### config.mk
export PLATFORM = sky130hd
export DESIGN_NAME = rc_issue_arb_flat
export DESIGN_NICKNAME = d
export VERILOG_FILES = /design/src/rtl/rc_issue_arb.sv /design/src/rtl/rc_issue_arb_if.sv /design/src/flat_wrapper.sv
export SDC_FILE = /design/constraint.sdc
export NUM_CORES = 1
export LEC_CHECK = 0
export BUFFER_PORTS_ARGS = -buffer_cell sky130_fd_sc_hd__buf_2
export CAP_MARGIN = 20
export CORE_AREA = 2 2 250 252
export CTS_CLUSTER_DIAMETER = 60
export DETAILED_ROUTE_END_ITERATION = 6
export DIE_AREA = 0 0 252 254
export GPL_ROUTABILITY_DRIVEN = 0
export GPL_TIMING_DRIVEN = 0
export PLACE_DENSITY = 0.51
export REMOVE_ABC_BUFFERS = 1
export SLEW_MARGIN = 0
export SYNTH_ARGS = -nofsm -noshare
export SYNTH_HDL_FRONTEND = slang
export SYNTH_SLANG_ARGS = --single-unit
### constraint.sdc
create_clock -name clk -period 5.27 [get_ports clk]
set_clock_uncertainty 0.15 [all_clocks]
set_input_delay 1.054 -clock clk [delete_from_list [all_inputs] [get_ports clk]]
set_output_delay 1.054 -clock clk [all_outputs]
set_load 0.005 [all_outputs]
### src/rtl/rc_issue_arb.sv
// Bank issue arbiter: fixed priority (starved > linefill > writeback > load/store round-robin)
// feeding a one-entry registered issue stage that sustains one request per cycle.
package mpc_types;
    localparam logic [2:0] CACHE_OP_NONE         = 3'd0;
    localparam logic [2:0] CACHE_OP_LOAD         = 3'd1;
    localparam logic [2:0] CACHE_OP_STORE        = 3'd2;
    localparam logic [2:0] CACHE_OP_LOAD_REFILL  = 3'd3;
    localparam logic [2:0] CACHE_OP_STORE_REFILL = 3'd4;
    localparam logic [2:0] CACHE_OP_WB           = 3'd5;
endpackage

module rc_issue_arb #(
    parameter int ROB_W        = 6,
    parameter int SET_W        = 8,
    parameter int WAY_W        = 3,
    parameter int OFF_W        = 1,
    parameter int WBUF_W       = 4,
    parameter int STARVE_LIMIT = 15
) (
    input  logic           clk,
    input  logic           rst,
    rc_issue_arb_if.slave  bus
);
    import mpc_types::*;

    localparam int         NCNT  = 3;   // starvation-tracked sources: 0 = wb, 1 = ld, 2 = st
    localparam logic [3:0] LIMIT = 4'(STARVE_LIMIT);

    logic            ld_en;
    logic            sel_rf, sel_wb, sel_ld, sel_st;
    logic            gnt_rf, gnt_wb, gnt_ld, gnt_st;
    logic [NCNT-1:0] cnt_valid, cnt_grant, starved;
    logic            rr_q, rr_d;

    logic                valid_q, valid_d;
    logic [2:0]          chan_q, chan_d;
    logic [ROB_W-1:0]    rob_q, rob_d;
    logic [2:0]          op_q, op_d;
    logic [SET_W-1:0]    set_q, set_d;
    logic [WAY_W-1:0]    way_q, way_d;
    logic [OFF_W-1:0]    off_q, off_d;
    logic [WBUF_W-1:0]   wbuf_q, wbuf_d;
    logic [255:0]        data_q, data_d;

    // The output stage can take a new request when empty or draining this cycle.
    assign ld_en = !valid_q || bus.u_isu_ready;

    assign cnt_valid = {bus.st_valid, bus.ld_valid, bus.wb_valid};
    assign cnt_grant = {gnt_st, gnt_ld, gnt_wb};

    generate
        for (genvar gi = 0; gi < NCNT; gi++) begin : g_cnt
            logic [3:0] cnt_q, cnt_d;

            assign starved[gi] = cnt_valid[gi] && (cnt_q == LIMIT);

            always_comb begin
                cnt_d = cnt_q;
                if (!cnt_valid[gi] || cnt_grant[gi]) begin
                    cnt_d = 4'd0;
                end else if (cnt_q != LIMIT) begin
                    cnt_d = cnt_q + 4'd1;
                end
            end

            always_ff @(posedge clk) begin
                if (rst) begin
                    cnt_q <= 4'd0;
                end else begin
                    cnt_q <= cnt_d;
                end
            end
        end
    endgenerate

    always_comb begin
        sel_rf = 1'b0;
        sel_wb = 1'b0;
        sel_ld = 1'b0;
        sel_st = 1'b0;
        if (starved[0]) begin
            sel_wb = 1'b1;
        end else if (starved[1]) begin
            sel_ld = 1'b1;
        end else if (starved[2]) begin
            sel_st = 1'b1;
        end else if (bus.rf_valid) begin
            sel_rf = 1'b1;
        end else if (bus.wb_valid) begin
            sel_wb = 1'b1;
        end else if (bus.ld_valid && bus.st_valid) begin
            sel_ld = !rr_q;
            sel_st = rr_q;
        end else if (bus.ld_valid) begin
            sel_ld = 1'b1;
        end else if (bus.st_valid) begin
            sel_st = 1'b1;
        end
    end

    assign gnt_rf = ld_en && !rst && sel_rf;
    assign gnt_wb = ld_en && !rst && sel_wb;
    assign gnt_ld = ld_en && !rst && sel_ld;
    assign gnt_st = ld_en && !rst && sel_st;

    assign bus.rf_ready = gnt_rf;
    assign bus.wb_ready = gnt_wb;
    assign bus.ld_ready = gnt_ld;
    assign bus.st_ready = gnt_st;

    always_comb begin
        rr_d = rr_q;
        if (gnt_ld) begin
            rr_d = 1'b1;
        end else if (gnt_st) begin
            rr_d = 1'b0;
        end
    end

    // Unused issued fields are forced to zero so downstream never sees stale source data.
    always_comb begin
        valid_d = valid_q;
        chan_d  = chan_q;
        rob_d   = rob_q;
        op_d    = op_q;
        set_d   = set_q;
        way_d   = way_q;
        off_d   = off_q;
        wbuf_d  = wbuf_q;
        data_d  = data_q;
        if (ld_en) begin
            valid_d = gnt_rf || gnt_wb || gnt_ld || gnt_st;
            if (gnt_rf) begin
                chan_d = bus.rf_channel_1hot_id;
                rob_d  = bus.rf_rob_id;
                op_d   = bus.rf_is_store ? CACHE_OP_STORE_REFILL : CACHE_OP_LOAD_REFILL;
                set_d  = bus.rf_set;
                way_d  = bus.rf_way;
                off_d  = bus.rf_offset;
                wbuf_d = bus.rf_is_store ? bus.rf_wbuf_id : '0;
                data_d = bus.rf_refill_data;
            end else if (gnt_wb) begin
                chan_d = bus.wb_channel_1hot_id;
                rob_d  = bus.wb_rob_id;
                op_d   = CACHE_OP_WB;
                set_d  = bus.wb_set;
                way_d  = bus.wb_way;
                off_d  = bus.wb_offset;
                wbuf_d = '0;
                data_d = '0;
            end else if (gnt_ld) begin
                chan_d = bus.ld_channel_1hot_id;
                rob_d  = bus.ld_rob_id;
                op_d   = CACHE_OP_LOAD;
                set_d  = bus.ld_set;
                way_d  = bus.ld_way;
                off_d  = bus.ld_offset;
                wbuf_d = '0;
                data_d = '0;
            end else if (gnt_st) begin
                chan_d = bus.st_channel_1hot_id;
                rob_d  = bus.st_rob_id;
                op_d   = CACHE_OP_STORE;
                set_d  = bus.st_set;
                way_d  = bus.st_way;
                off_d  = bus.st_offset;
                wbuf_d = bus.st_wbuf_id;
                data_d = '0;
            end
        end
    end

    always_ff @(posedge clk) begin
        if (rst) begin
            rr_q    <= 1'b0;
            valid_q <= 1'b0;
            chan_q  <= '0;
            rob_q   <= '0;
            op_q    <= '0;
            set_q   <= '0;
            way_q   <= '0;
            off_q   <= '0;
            wbuf_q  <= '0;
            data_q  <= '0;
        end else begin
            rr_q    <= rr_d;
            valid_q <= valid_d;
            chan_q  <= chan_d;
            rob_q   <= rob_d;
            op_q    <= op_d;
            set_q   <= set_d;
            way_q   <= way_d;
            off_q   <= off_d;
            wbuf_q  <= wbuf_d;
            data_q  <= data_d;
        end
    end

    assign bus.u_isu_valid           = valid_q;
    assign bus.u_isu_channel_1hot_id = chan_q;
    assign bus.u_isu_rob_id          = rob_q;
    assign bus.u_isu_op              = op_q;
    assign bus.u_isu_set             = set_q;
    assign bus.u_isu_way             = way_q;
    assign bus.u_isu_offset          = off_q;
    assign bus.u_isu_wbuf_id         = wbuf_q;
    assign bus.u_isu_refill_data     = data_q;
endmodule

### src/rtl/rc_issue_arb_if.sv
// Issue-arbiter bus: four request sources (linefill, writeback, load, store) in front of one issue port.
// master = request sources plus issue consumer; slave = the arbiter.
interface rc_issue_arb_if #(
    parameter int ROB_W  = 6,
    parameter int SET_W  = 8,
    parameter int WAY_W  = 3,
    parameter int OFF_W  = 1,
    parameter int WBUF_W = 4
);
    logic                rf_valid;
    logic                rf_ready;
    logic [2:0]          rf_channel_1hot_id;
    logic [ROB_W-1:0]    rf_rob_id;
    logic [SET_W-1:0]    rf_set;
    logic [WAY_W-1:0]    rf_way;
    logic [OFF_W-1:0]    rf_offset;
    logic                rf_is_store;
    logic [WBUF_W-1:0]   rf_wbuf_id;
    logic [255:0]        rf_refill_data;

    logic                wb_valid;
    logic                wb_ready;
    logic [2:0]          wb_channel_1hot_id;
    logic [ROB_W-1:0]    wb_rob_id;
    logic [SET_W-1:0]    wb_set;
    logic [WAY_W-1:0]    wb_way;
    logic [OFF_W-1:0]    wb_offset;

    logic                ld_valid;
    logic                ld_ready;
    logic [2:0]          ld_channel_1hot_id;
    logic [ROB_W-1:0]    ld_rob_id;
    logic [SET_W-1:0]    ld_set;
    logic [WAY_W-1:0]    ld_way;
    logic [OFF_W-1:0]    ld_offset;

    logic                st_valid;
    logic                st_ready;
    logic [2:0]          st_channel_1hot_id;
    logic [ROB_W-1:0]    st_rob_id;
    logic [SET_W-1:0]    st_set;
    logic [WAY_W-1:0]    st_way;
    logic [OFF_W-1:0]    st_offset;
    logic [WBUF_W-1:0]   st_wbuf_id;

    logic                u_isu_valid;
    logic                u_isu_ready;
    logic [2:0]          u_isu_channel_1hot_id;
    logic [ROB_W-1:0]    u_isu_rob_id;
    logic [2:0]          u_isu_op;
    logic [SET_W-1:0]    u_isu_set;
    logic [WAY_W-1:0]    u_isu_way;
    logic [OFF_W-1:0]    u_isu_offset;
    logic [WBUF_W-1:0]   u_isu_wbuf_id;
    logic [255:0]        u_isu_refill_data;

    modport master (
        output rf_valid, rf_channel_1hot_id, rf_rob_id, rf_set, rf_way, rf_offset,
               rf_is_store, rf_wbuf_id, rf_refill_data,
        output wb_valid, wb_channel_1hot_id, wb_rob_id, wb_set, wb_way, wb_offset,
        output ld_valid, ld_channel_1hot_id, ld_rob_id, ld_set, ld_way, ld_offset,
        output st_valid, st_channel_1hot_id, st_rob_id, st_set, st_way, st_offset, st_wbuf_id,
        output u_isu_ready,
        input  rf_ready, wb_ready, ld_ready, st_ready,
        input  u_isu_valid, u_isu_channel_1hot_id, u_isu_rob_id, u_isu_op, u_isu_set,
               u_isu_way, u_isu_offset, u_isu_wbuf_id, u_isu_refill_data
    );

    modport slave (
        input  rf_valid, rf_channel_1hot_id, rf_rob_id, rf_set, rf_way, rf_offset,
               rf_is_store, rf_wbuf_id, rf_refill_data,
        input  wb_valid, wb_channel_1hot_id, wb_rob_id, wb_set, wb_way, wb_offset,
        input  ld_valid, ld_channel_1hot_id, ld_rob_id, ld_set, ld_way, ld_offset,
        input  st_valid, st_channel_1hot_id, st_rob_id, st_set, st_way, st_offset, st_wbuf_id,
        input  u_isu_ready,
        output rf_ready, wb_ready, ld_ready, st_ready,
        output u_isu_valid, u_isu_channel_1hot_id, u_isu_rob_id, u_isu_op, u_isu_set,
               u_isu_way, u_isu_offset, u_isu_wbuf_id, u_isu_refill_data
    );
endinterface

### src/flat_wrapper.sv
// flat-port wrapper written by rule: the top's interface ports become plain ports
module rc_issue_arb_flat import mpc_types::*;
#(
    parameter int ROB_W        = 6,
    parameter int SET_W        = 8,
    parameter int WAY_W        = 3,
    parameter int OFF_W        = 1,
    parameter int WBUF_W       = 4,
    parameter int STARVE_LIMIT = 15
)
  (clk, rst, bus_rf_valid, bus_rf_channel_1hot_id, bus_rf_rob_id, bus_rf_set, bus_rf_way, bus_rf_offset, bus_rf_is_store, bus_rf_wbuf_id, bus_rf_refill_data, bus_wb_valid, bus_wb_channel_1hot_id, bus_wb_rob_id, bus_wb_set, bus_wb_way, bus_wb_offset, bus_ld_valid, bus_ld_channel_1hot_id, bus_ld_rob_id, bus_ld_set, bus_ld_way, bus_ld_offset, bus_st_valid, bus_st_channel_1hot_id, bus_st_rob_id, bus_st_set, bus_st_way, bus_st_offset, bus_st_wbuf_id, bus_u_isu_ready, bus_rf_ready, bus_wb_ready, bus_ld_ready, bus_st_ready, bus_u_isu_valid, bus_u_isu_channel_1hot_id, bus_u_isu_rob_id, bus_u_isu_op, bus_u_isu_set, bus_u_isu_way, bus_u_isu_offset, bus_u_isu_wbuf_id, bus_u_isu_refill_data);
  rc_issue_arb_if #(.ROB_W(ROB_W), .SET_W(SET_W), .WAY_W(WAY_W), .OFF_W(OFF_W), .WBUF_W(WBUF_W)) bus_i ();
  input  logic clk;
  input  logic rst;
  input wire logic [$bits(bus_i.rf_valid)-1:0] bus_rf_valid;
  input wire logic [$bits(bus_i.rf_channel_1hot_id)-1:0] bus_rf_channel_1hot_id;
  input wire logic [$bits(bus_i.rf_rob_id)-1:0] bus_rf_rob_id;
  input wire logic [$bits(bus_i.rf_set)-1:0] bus_rf_set;
  input wire logic [$bits(bus_i.rf_way)-1:0] bus_rf_way;
  input wire logic [$bits(bus_i.rf_offset)-1:0] bus_rf_offset;
  input wire logic [$bits(bus_i.rf_is_store)-1:0] bus_rf_is_store;
  input wire logic [$bits(bus_i.rf_wbuf_id)-1:0] bus_rf_wbuf_id;
  input wire logic [$bits(bus_i.rf_refill_data)-1:0] bus_rf_refill_data;
  input wire logic [$bits(bus_i.wb_valid)-1:0] bus_wb_valid;
  input wire logic [$bits(bus_i.wb_channel_1hot_id)-1:0] bus_wb_channel_1hot_id;
  input wire logic [$bits(bus_i.wb_rob_id)-1:0] bus_wb_rob_id;
  input wire logic [$bits(bus_i.wb_set)-1:0] bus_wb_set;
  input wire logic [$bits(bus_i.wb_way)-1:0] bus_wb_way;
  input wire logic [$bits(bus_i.wb_offset)-1:0] bus_wb_offset;
  input wire logic [$bits(bus_i.ld_valid)-1:0] bus_ld_valid;
  input wire logic [$bits(bus_i.ld_channel_1hot_id)-1:0] bus_ld_channel_1hot_id;
  input wire logic [$bits(bus_i.ld_rob_id)-1:0] bus_ld_rob_id;
  input wire logic [$bits(bus_i.ld_set)-1:0] bus_ld_set;
  input wire logic [$bits(bus_i.ld_way)-1:0] bus_ld_way;
  input wire logic [$bits(bus_i.ld_offset)-1:0] bus_ld_offset;
  input wire logic [$bits(bus_i.st_valid)-1:0] bus_st_valid;
  input wire logic [$bits(bus_i.st_channel_1hot_id)-1:0] bus_st_channel_1hot_id;
  input wire logic [$bits(bus_i.st_rob_id)-1:0] bus_st_rob_id;
  input wire logic [$bits(bus_i.st_set)-1:0] bus_st_set;
  input wire logic [$bits(bus_i.st_way)-1:0] bus_st_way;
  input wire logic [$bits(bus_i.st_offset)-1:0] bus_st_offset;
  input wire logic [$bits(bus_i.st_wbuf_id)-1:0] bus_st_wbuf_id;
  input wire logic [$bits(bus_i.u_isu_ready)-1:0] bus_u_isu_ready;
  output wire logic [$bits(bus_i.rf_ready)-1:0] bus_rf_ready;
  output wire logic [$bits(bus_i.wb_ready)-1:0] bus_wb_ready;
  output wire logic [$bits(bus_i.ld_ready)-1:0] bus_ld_ready;
  output wire logic [$bits(bus_i.st_ready)-1:0] bus_st_ready;
  output wire logic [$bits(bus_i.u_isu_valid)-1:0] bus_u_isu_valid;
  output wire logic [$bits(bus_i.u_isu_channel_1hot_id)-1:0] bus_u_isu_channel_1hot_id;
  output wire logic [$bits(bus_i.u_isu_rob_id)-1:0] bus_u_isu_rob_id;
  output wire logic [$bits(bus_i.u_isu_op)-1:0] bus_u_isu_op;
  output wire logic [$bits(bus_i.u_isu_set)-1:0] bus_u_isu_set;
  output wire logic [$bits(bus_i.u_isu_way)-1:0] bus_u_isu_way;
  output wire logic [$bits(bus_i.u_isu_offset)-1:0] bus_u_isu_offset;
  output wire logic [$bits(bus_i.u_isu_wbuf_id)-1:0] bus_u_isu_wbuf_id;
  output wire logic [$bits(bus_i.u_isu_refill_data)-1:0] bus_u_isu_refill_data;
  assign bus_i.rf_valid = bus_rf_valid;
  assign bus_i.rf_channel_1hot_id = bus_rf_channel_1hot_id;
  assign bus_i.rf_rob_id = bus_rf_rob_id;
  assign bus_i.rf_set = bus_rf_set;
  assign bus_i.rf_way = bus_rf_way;
  assign bus_i.rf_offset = bus_rf_offset;
  assign bus_i.rf_is_store = bus_rf_is_store;
  assign bus_i.rf_wbuf_id = bus_rf_wbuf_id;
  assign bus_i.rf_refill_data = bus_rf_refill_data;
  assign bus_i.wb_valid = bus_wb_valid;
  assign bus_i.wb_channel_1hot_id = bus_wb_channel_1hot_id;
  assign bus_i.wb_rob_id = bus_wb_rob_id;
  assign bus_i.wb_set = bus_wb_set;
  assign bus_i.wb_way = bus_wb_way;
  assign bus_i.wb_offset = bus_wb_offset;
  assign bus_i.ld_valid = bus_ld_valid;
  assign bus_i.ld_channel_1hot_id = bus_ld_channel_1hot_id;
  assign bus_i.ld_rob_id = bus_ld_rob_id;
  assign bus_i.ld_set = bus_ld_set;
  assign bus_i.ld_way = bus_ld_way;
  assign bus_i.ld_offset = bus_ld_offset;
  assign bus_i.st_valid = bus_st_valid;
  assign bus_i.st_channel_1hot_id = bus_st_channel_1hot_id;
  assign bus_i.st_rob_id = bus_st_rob_id;
  assign bus_i.st_set = bus_st_set;
  assign bus_i.st_way = bus_st_way;
  assign bus_i.st_offset = bus_st_offset;
  assign bus_i.st_wbuf_id = bus_st_wbuf_id;
  assign bus_i.u_isu_ready = bus_u_isu_ready;
  assign bus_rf_ready = bus_i.rf_ready;
  assign bus_wb_ready = bus_i.wb_ready;
  assign bus_ld_ready = bus_i.ld_ready;
  assign bus_st_ready = bus_i.st_ready;
  assign bus_u_isu_valid = bus_i.u_isu_valid;
  assign bus_u_isu_channel_1hot_id = bus_i.u_isu_channel_1hot_id;
  assign bus_u_isu_rob_id = bus_i.u_isu_rob_id;
  assign bus_u_isu_op = bus_i.u_isu_op;
  assign bus_u_isu_set = bus_i.u_isu_set;
  assign bus_u_isu_way = bus_i.u_isu_way;
  assign bus_u_isu_offset = bus_i.u_isu_offset;
  assign bus_u_isu_wbuf_id = bus_i.u_isu_wbuf_id;
  assign bus_u_isu_refill_data = bus_i.u_isu_refill_data;
  rc_issue_arb #(.ROB_W(ROB_W), .SET_W(SET_W), .WAY_W(WAY_W), .OFF_W(OFF_W), .WBUF_W(WBUF_W), .STARVE_LIMIT(STARVE_LIMIT)) u_core (.clk(clk), .rst(rst), .bus(bus_i));
endmodule
==> impl_metrics.json <==
{
  "status": "complete, no violations",
  "synth_common_cells": "dfxtp_1, nand2_1, a21oi_1",
  "syn_to_final_growth_pct": 44.4,
  "regToRegStartpoint": "u_core.g_cnt[2].cnt_q[0]",
  "grt_pass1_vias": 12800,
  "vias_per_cell": 4.76,
  "holdCritStartpoint": "u_core.rr_q",
  "place_area_um2": 16400,
  "r2r_cells": 6,
  "cts_sinks": 298,
  "synth_area_um2": 12300,
  "cp-end-kind": "primary output",
  "grt_usage_pct": 13.9,
  "antenna_found_initial": 5,
  "ant_nets": 0,
  "max_freq_ghz": 0.195,
  "htree_num_levels": 2,
  "setup.worst_path.class": "input port to primary output",
  "synth_edf_count": 0,
  "num_rows": 91,
  "cell_internal_pwr_uw": 4390,
  "p_seq_share_pct": 40.8,
  "drc": 0,
  "yosys-top-cells-area": "dfxtp_1, nand4_1, a21oi_1",
  "worstMarginPinSlew_ns": 1.08,
  "holdPathEnd": "u_core.rr_q",
  "post_cts_resized": 0,
  "insertion_delay_ns": 0.53,
  "reg2reg_to": "u_core.bus.u_isu_valid",
  "syn_inst": 1489,
  "cts_buffers": 40,
  "hold_path_depth": 2,
  "leakage_uw": 0.00775,
  "yosysTopAreaCell": "dfxtp_1",
  "ctsHoldBuffers": 0,
  "top_layer_used": "met5",
  "path_max_fanout": 137,
  "rsz0062_at_grt": "no",
  "synth.top_cell.area_share_pct": 48.5,
  "critPathBufInv": 7,
  "avgSynthCellArea_um2": 8.26,
  "die-area_um2": 64000,
  "route.met3.wl_um": 4080,
  "synth_cell_type_count": 46,
  "start_util_pct": 20.1,
  "synth_ff_type": "dfxtp_1",
  "max_stage_delay_ns": 0.67,
  "ys_ff_latch": 298,
  "final_max_slew_viol_count": 0,
  "port-buffer-count": 644,
  "grt_max_degree": 145,
  "rrSetupSlack_ns": 1.43,
  "min_period_ns": 5.13,
  "worst_path_max_delay_cell": "a211oi_4",
  "drive_gt1_share_pct": 36.5,
  "root_buffer": "clkbuf_16",
  "final_area_um2": 17800,
  "routedWlPerCell_um": 16.9,
  "post_cts_buffers": 0,
  "p_switching_uw": 1530,
  "cts_tree": "done",
  "cts_buffer_depth": 3,
  "crit_chain": "buf_8 > buf_16 > a211oi_4 > buf_8 > nand4_4 > buf_12 > buf_16 > inv_2 > buf_2",
  "hpwl_um": 33900,
  "pwr-share-comb_pct": 13.1,
  "dp_slack_ns": 0.188,
  "drt-met1-wl_um": 18600,
  "initialDrtViolationCount": 1005,
  "ir_worst_vdd_v": 0.000198,
  "dr_wl_met2_um": 23800,
  "globalRouteOverflowTotal": 0,
  "final.period_utilization_pct": 97.4,
  "synth_warnings": 0,
  "synth_seq_area_share_pct": 48.5,
  "routed_wl_um": 48200,
  "core_area_um2": 61300,
  "vias": 13600,
  "critPathArrivalTime_ns": 3.93,
  "setup_viol": 0,
  "finalHoldViolations": 0,
  "slew_headroom_pct": 28.1,
  "worstSetupStartpointType": "input port",
  "setup_slack_ns": 0.138,
  "dr.pass1.iters": 7,
  "die-height_um": 254,
  "hold_class": "register to register",
  "clk_pin_slew_worst_paths_ns": 0.05,
  "grt_pass1_wl_um": 72400,
  "pwr-share-clk_pct": 46.1,
  "yosysMostFrequentCell": "dfxtp_1",
  "dieWidth_um": 252,
  "io_pins": 645,
  "cellPowerDensity_nw_per_um2": 334,
  "drv_cap": 0,
  "nNetsFinal": 2388,
  "swShare_pct": 25.9,
  "path_delay_family": "buffers and inverters",
  "synthArstFlopShare_pct": 0,
  "required_ns": 4.07
}
[per-stage QoR]
stage / instances / hold slack, ns / total power, uW / utilization [%] / TNS [ns]
global route: 2851 / 0.332 / 6200 / 29.0 / 0
CTS: 2848 / 0.314 / 6030 / 29.0 / 0
finish: 2851 / 0.312 / 5930 / 29.0 / 0
floorplan: 1316 / 0.281 / 2810 / - / -2509.40
detailed placement: 2777 / 0.307 / 3250 / 26.8 / 0
global placement: 2750 / 0.296 / 3250 / 25.6 / -6080.20
[worst register-to-register path: cells and delay by family (launching register included)]
family          cells  cell delay (ns)
simple gates        3             1.75
compound gates      2             1.17
flops               1             0.39
fa+ha+maj           1             0.27
[placed cells by master, fill, tap and decap left out, drive strengths merged, types with 4 or more instances in the layout]
master,count
a211oi,4
a21bo,21
a21oi,261
a221oi,4
a22oi,21
a31oi,24
a41o,21
buf,671
clkbuf,60
clkinv,6
dfxtp,298
inv,29
nand2,262
nand3,32
nand4,261
nor2,18
nor3,4
o211ai,5
o21ai,22
[metal layers]
layer | GRT usage [%] | vias up
li1 | - | 6507
met1 | 16.1 | 6436
met2 | 23.9 | 539
met3 | 4.24 | 95
met4 | 5.26 | 4
met5 | 0 | -
[flip-flops by register name, indices dropped and copies added, names as in the netlist]
name,count
u_core.bus.u_isu_way,3
u_core.bus.u_isu_valid,1
u_core.rr_q,1
u_core.g_cnt.cnt_q,12
u_core.bus.u_isu_wbuf_id,4
u_core.bus.u_isu_offset,1
u_core.bus.u_isu_op,3
u_core.bus.u_isu_rob_id,6
u_core.bus.u_isu_channel_1hot_id,3
u_core.bus.u_isu_refill_data,256
u_core.bus.u_isu_set,8
[worst max-delay path by stage]
| stage | startpoint | to | slack, ns | cells past startpoint |
|---|---|---|---|---|
| 2_1_floorplan | bus_u_isu_ready | u_core.bus.u_isu_valid | -11.95 | 5 |
| 3_3_place_gp | rst | u_core.bus.u_isu_valid | -26.86 | 5 |
| 3_5_place_dp | bus_wb_valid | bus_ld_ready | 0.19 | 7 |
| 4_1_cts | bus_wb_valid | bus_ld_ready | 0.19 | 7 |
| 5_1_grt | rst | bus_st_ready | 0.07 | 9 |
| 6_report | rst | bus_st_ready | 0.14 | 9 |
[power groups by stage]
| stage | Combinational, uW | Clock, uW | Sequential, uW |
|---|---|---|---|
| floorplan | 337 | 0 | 2470 |
| global placement | 788 | 0 | 2460 |
| detailed placement | 780 | 0 | 2470 |
| CTS | 782 | 2830 | 2420 |
| global route | 849 | 2920 | 2430 |
| finish | 776 | 2730 | 2420 |
[cell type report]
| cell class | instances | area (um2) |
|---|---|---|
| clock buffers | 60 | 1210 |
| clock inverters | 11 | 131 |
| inverters | 27 | 101 |
| repair buffers | 671 | 3890 |
| well taps | 790 | 988 |
| multi-input cells | 991 | 5460 |
| flip-flops and latches | 298 | 5970 |
| diodes | 3 | 7.51 |
| fillers | 6568 | 43500 |
[kinds of logic (layout without fill, tap and decap cells)]
family / Yosys count / count (layout) / synth area share [%]
mux: 3 / 3 / 0.244
fa+ha+maj: 3 / 3 / 0.305
compound gates: 393 / 393 / 19.1
flops: 298 / 298 / 48.5
buf+inv: 200 / 769 / 7.45
simple gates: 589 / 589 / 24.1
other cells: 0 / 3 / 0
xor+xnor: 3 / 3 / 0.214
(Power assumes the default switching activity.)
